===== src/rtl/uart_rx.sv =====
// uart_rx: 8N1 asynchronous serial receiver, LSB first, line idles high.
// The rx pin is brought into the clk domain through a 2-flop synchroniser.
// A validated start bit starts the frame, and each bit is then sampled at mid-bit.
// A good byte is reported with a one-cycle data_valid strobe.
// A low stop bit is reported with a one-cycle frame_err strobe.
//
// Optional feature macro: UART_RX_MAJORITY_EN
//   When defined, every sample is the 2-of-3 majority of rx_s at tick 2, 1 and 0.
//   When undefined, every sample is rx_s at tick 0.
//   The decision is taken at tick 0 in both builds, so latency is the same.
//
// Legal only for CLK_FREQ / BAUD_RATE >= 8.
//
// State is observable as state_q (type uart_rx.state_t) for checkers.
module uart_rx #(
    parameter int CLK_FREQ  = 100_000_000,
    parameter int BAUD_RATE = 115200
) (
    input  logic       clk,
    input  logic       rst,
    input  logic       rx,
    output logic [7:0] data_out,
    output logic       data_valid,
    output logic       frame_err,
    output logic       busy
);

    localparam int BIT_TICKS  = CLK_FREQ / BAUD_RATE;
    localparam int HALF_TICKS = BIT_TICKS / 2;

    localparam logic [15:0] BIT_RELOAD  = 16'(BIT_TICKS - 1);
    localparam logic [15:0] HALF_RELOAD = 16'(HALF_TICKS - 1);

    typedef enum logic [2:0] {
        WAIT_IDLE = 3'd0,
        IDLE      = 3'd1,
        START     = 3'd2,
        DATA      = 3'd3,
        STOP      = 3'd4
    } state_t;

    state_t      state_q;
    logic [1:0]  sync_q;
    logic        rx_s;
    logic [15:0] tick_q;
    logic [2:0]  bit_idx_q;
    logic [7:0]  shift_q;
    logic [7:0]  data_out_q;
    logic        data_valid_q;
    logic        frame_err_q;
    logic        busy_q;
    logic        sample_d;

    // Two-flop synchroniser.
    // It resets to the idle (high) level so that reset itself never looks like a start edge.
    always_ff @(posedge clk or posedge rst) begin
        if (rst) begin
            sync_q <= 2'b11;
        end else begin
            sync_q <= {sync_q[0], rx};
        end
    end

    assign rx_s = sync_q[1];

`ifdef UART_RX_MAJORITY_EN
    logic [1:0] hist_q;

    // hist_q[0] holds rx_s from tick 1 and hist_q[1] holds rx_s from tick 2.
    // The counter steps by exactly one each cycle, so this lines up with tick 0.
    always_ff @(posedge clk or posedge rst) begin
        if (rst) begin
            hist_q <= 2'b11;
        end else begin
            hist_q <= {hist_q[0], rx_s};
        end
    end

    assign sample_d = (hist_q[1] & hist_q[0]) |
                      (hist_q[1] & rx_s) |
                      (hist_q[0] & rx_s);
`else
    assign sample_d = rx_s;
`endif

    // Receive state machine.
    // The counters, shift register and registered outputs are all updated here.
    always_ff @(posedge clk or posedge rst) begin
        if (rst) begin
            state_q      <= WAIT_IDLE;
            tick_q       <= 16'd0;
            bit_idx_q    <= 3'd0;
            shift_q      <= 8'd0;
            data_out_q   <= 8'd0;
            data_valid_q <= 1'b0;
            frame_err_q  <= 1'b0;
            busy_q       <= 1'b0;
        end else begin
            data_valid_q <= 1'b0;
            frame_err_q  <= 1'b0;
            case (state_q)
                WAIT_IDLE: begin
                    // A line held low (break, or reset mid-frame) must go high before any start bit.
                    if (rx_s) begin
                        state_q <= IDLE;
                    end
                end
                IDLE: begin
                    if (!rx_s) begin
                        tick_q  <= HALF_RELOAD;
                        busy_q  <= 1'b1;
                        state_q <= START;
                    end
                end
                START: begin
                    if (tick_q == 16'd0) begin
                        if (!sample_d) begin
                            tick_q    <= BIT_RELOAD;
                            bit_idx_q <= 3'd0;
                            state_q   <= DATA;
                        end else begin
                            // The line was high again at mid start bit: treat it as a glitch.
                            busy_q  <= 1'b0;
                            state_q <= IDLE;
                        end
                    end else begin
                        tick_q <= tick_q - 16'd1;
                    end
                end
                DATA: begin
                    if (tick_q == 16'd0) begin
                        shift_q   <= {sample_d, shift_q[7:1]};
                        tick_q    <= BIT_RELOAD;
                        bit_idx_q <= bit_idx_q + 3'd1;
                        if (bit_idx_q == 3'd7) begin
                            state_q <= STOP;
                        end
                    end else begin
                        tick_q <= tick_q - 16'd1;
                    end
                end
                STOP: begin
                    if (tick_q == 16'd0) begin
                        busy_q <= 1'b0;
                        if (sample_d) begin
                            data_out_q   <= shift_q;
                            data_valid_q <= 1'b1;
                            state_q      <= IDLE;
                        end else begin
                            frame_err_q <= 1'b1;
                            state_q     <= WAIT_IDLE;
                        end
                    end else begin
                        tick_q <= tick_q - 16'd1;
                    end
                end
                default: begin
                    busy_q  <= 1'b0;
                    state_q <= WAIT_IDLE;
                end
            endcase
        end
    end

    assign data_out   = data_out_q;
    assign data_valid = data_valid_q;
    assign frame_err  = frame_err_q;
    assign busy       = busy_q;

endmodule


===== config.mk =====
export PLATFORM = sky130hd
export DESIGN_NAME = uart_rx
export DESIGN_NICKNAME = d
export VERILOG_FILES = /design/src/rtl/uart_rx.sv
export SDC_FILE = /design/constraint.sdc
export NUM_CORES = 1
export LEC_CHECK = 0
export ABC_AREA = 1
export CAP_MARGIN = 20
export CORE_MARGIN = 2
export CORE_UTILIZATION = 51
export DETAILED_ROUTE_END_ITERATION = 10
export GPL_TIMING_DRIVEN = 0
export PLACE_DENSITY = 0.77
export SYNTH_ARGS = -nofsm -noshare
export SYNTH_HDL_FRONTEND = slang
export SYNTH_SLANG_ARGS = --single-unit
export TNS_END_PERCENT = 1

===== constraint.sdc =====
create_clock -name clk -period 4.2 [get_ports clk]
set_input_delay 0.63 -clock clk [delete_from_list [all_inputs] [get_ports clk]]
set_output_delay 0.63 -clock clk [all_outputs]
set_load 0.02 [all_outputs]

==> run summary <==
worst reg2reg startpoint -> tick_q[0]
Pwr Density -> 598 mW/mm^2
initial antenna violation count -> 0
Ant. Diodes -> 0
r2r setup slk -> 2.43 ns
Buf+Inv Stages, Crit Path -> 1
initial core utilization -> 52.9%
sequential area share after synthesis -> 43.5%
min cycle time layout -> 1.91 ns
Cell Area, Placed -> 0.00268 mm^2
CTS H-tree depth -> 2
Final Cycle Share -> 45.4%
Final Skew -> 0.00964 ns
Total Wirelength -> 4960 um
Placed Cells incl. Taps -> 397
DIE AREA -> 0.00544 mm^2
Synth area leader -> dfrtp_1
outcome -> finished, final reports clean
crit path DAT -> 1.28 ns
Finished Layout Cells -> 405
Net Count, Synth -> 337
vias in the first global route -> 1946
Global Route met2 Usage -> 33.7%
final cell area excluding filler cells -> 0.00278 mm^2
total power -> 1.66 mW
# Post-CTS Setup Buffers -> 0
Fmax -> 525 MHz
TritonRoute pass-1 iters -> 4
Levels on crit path -> 1
met3 GRT Util -> 3.98%
I/O pin count -> 14
row count -> 25
commonest non-fill, non-tap cell in the layout -> nand2_1
clock buffer depth -> 2
worst-path cell chain -> clkdlybuf4s50_1
post-route setup slack -> 2.29 ns
most frequent cells in the layout -> 106 x nand2_1, 41 x dfrtp_1, 37 x inv_1
Overflow after GRT -> 0
Worst IR Drop VDD -> 0.000238 V
Vias -> 2089
WP data required -> 3.57 ns
Ys Warns -> 0
die width -> 73.7 um
top post-synthesis cells by area -> dfrtp_1 41%, nand2_1 16%, inv_1 5.8%
final hold vios -> 0
FF+latch area -> 0.00108 mm^2
post-synthesis register bit count -> 43
share of cells above drive strength 1 -> 13.4%
CP max FO -> 2
vias per cell -> 5.16
Routability Congestion -> 0.926
critical path class -> reg2out
GR Util met1 -> 27.4%
Max Cap Viol -> 0
Nets -> 357
CTS resizes -> 0
IO Port Bufs -> 13
worst hold path type -> reg2reg
CTS tree -> built
most used routing layer in global routing -> met2
crit path to -> data_out[0]
first-pass GRT wire length -> 8650 um
clock latency on the worst-skew pair -> 0.30 ns
Worst R2R Path Depth -> 10
Root Buffer -> clkbuf_8
Worst Setup SP -> data_out[0]
P_leak -> 1.47 nW
Final TNS setup -> 0 ns
Core Region -> 0.00469 mm^2
Post-DP HPWL -> 3630 um
Gate Count Post-Synth -> 330
CP endpoint kind -> output port
max-slew violation count -> 0
Slowest cell on crit path -> clkdlybuf4s50_1
Synth Area per Inst -> 7.51 um^2
initial DRC count -> 124
CP Launch Type -> flop
wire length per cell -> 12.2 um
r2r endpoint -> tick_q[3]
synth unique cells -> 32
pre-CTS setup slack -> 2.42 ns
residual DRC count -> 0
die height -> 73.7 um
Layout area overhead -> 12.0%
RSZ-0062 raised after global routing -> no
CP max stage delay -> 0.61 ns
GRT Util Overall -> 20.6%
Slew HR -> 41.8%
post-synth top area share -> 41.4%
synthesized cell area -> 0.00248 mm^2
footprint of the multi-input gates -> 0.00121 mm^2
Antenna Nets Post-Route -> 0
Layout fillers -> 437
top cell family by delay on the critical path -> buffers and inverters
CTS buffer count -> 5
Slew @ Worst Pin -> 0.871 ns
setup violators final -> 0
Clock Sinks -> 43
CTS clk-pin slew, worst paths -> 0.09 ns
largest net degree at the start of global routing -> 44
CTS Hold Buffers Added -> 0
[metrics by stage]
step	utilization, %	hold slack [ns]
after global placement	57.1	0.346
after global routing	59.2	0.365
after detailed placement	57.1	0.348
final	59.2	0.359
after floorplan	-	0.345
after CTS	59.2	0.361
[cells by family (layout without fill, tap and decap cells)]
kind of cell	count (synthesis)	in the layout	share of synthesized area, %
and+or+nand+nor	191	191	34.4
buffers and inverters	48	69	7.87
DFF	43	43	43.5
AOI/OAI and AO/OA	32	32	7.32
muxes	7	7	3.18
xor gates and xnor gates	5	5	1.77
adders and majority gates	4	4	2.02
[metal layers]
| metal | share of wire, % | vias up |
|---|---|---|
| met1 | 48 | 968 |
| met3 | 4.5 | 5 |
| met4 | 0.97 | 0 |
| li1 | - | 1082 |
| met2 | 47 | 34 |
| met5 | 0 | - |
[cells in the mapped netlist]
cell	number
a21oi_1	10
a22oi_1	1
buf_2	1
buf_4	1
buf_6	1
clkbuf_1	2
dfrtp_1	41
dfstp_2	2
ha_1	4
inv_1	38
inv_2	4
inv_4	1
mux2_2	7
nand2_1	106
nand2_2	3
nand3_1	24
nand3_2	3
nand3_4	1
nand4_1	6
nor2_1	35
nor2_2	9
nor2_4	1
nor3_1	1
nor3_2	1
nor3_4	1
o2111ai_1	1
o21ai_0	16
o21ai_1	2
o21ai_2	1
o41ai_2	1
xnor2_1	2
xor2_1	3
[area by class of cell]
type | instances | share of cell area [%]
inverter | 43 | 5.90
multi-input combinational | 239 | 43.4
clock buffer | 6 | 2.97
clock inverter | 2 | 0.586
tap | 54 | 2.43
sequential | 43 | 38.8
timing repair buffer | 13 | 4.69
buffer | 5 | 1.13
[state kept, by name (all words and copies together), names as in the netlist]
signal / cells
data_out: 8
data_valid: 1
sync_q: 2
shift_q: 8
busy: 1
bit_idx_q: 3
frame_err: 1
state_q: 3
tick_q: 16
[how the worst min path moves through the flow]
stage                     slack (ns)        end  depth (start not counted)       from
after CTS                       0.36  sync_q[1]                          0  sync_q[0]
after floorplan                 0.35  sync_q[1]                          0  sync_q[0]
after global placement          0.35  sync_q[1]                          0  sync_q[0]
final                           0.36  sync_q[1]                          0  sync_q[0]
after global routing            0.36  sync_q[1]                          0  sync_q[0]
after detailed placement        0.35  sync_q[1]                          0  sync_q[0]
[report_power, final]
group	internal [mW]	leakage [nW]	switching [mW]	total, mW
clock network	0.134	0.0474	0.147	0.281
registers	0.485	0.574	0.0757	0.560
logic	0.264	0.849	0.554	0.818
total	0.883	1.47	0.776	1.66
(Power assumes the default switching activity.)
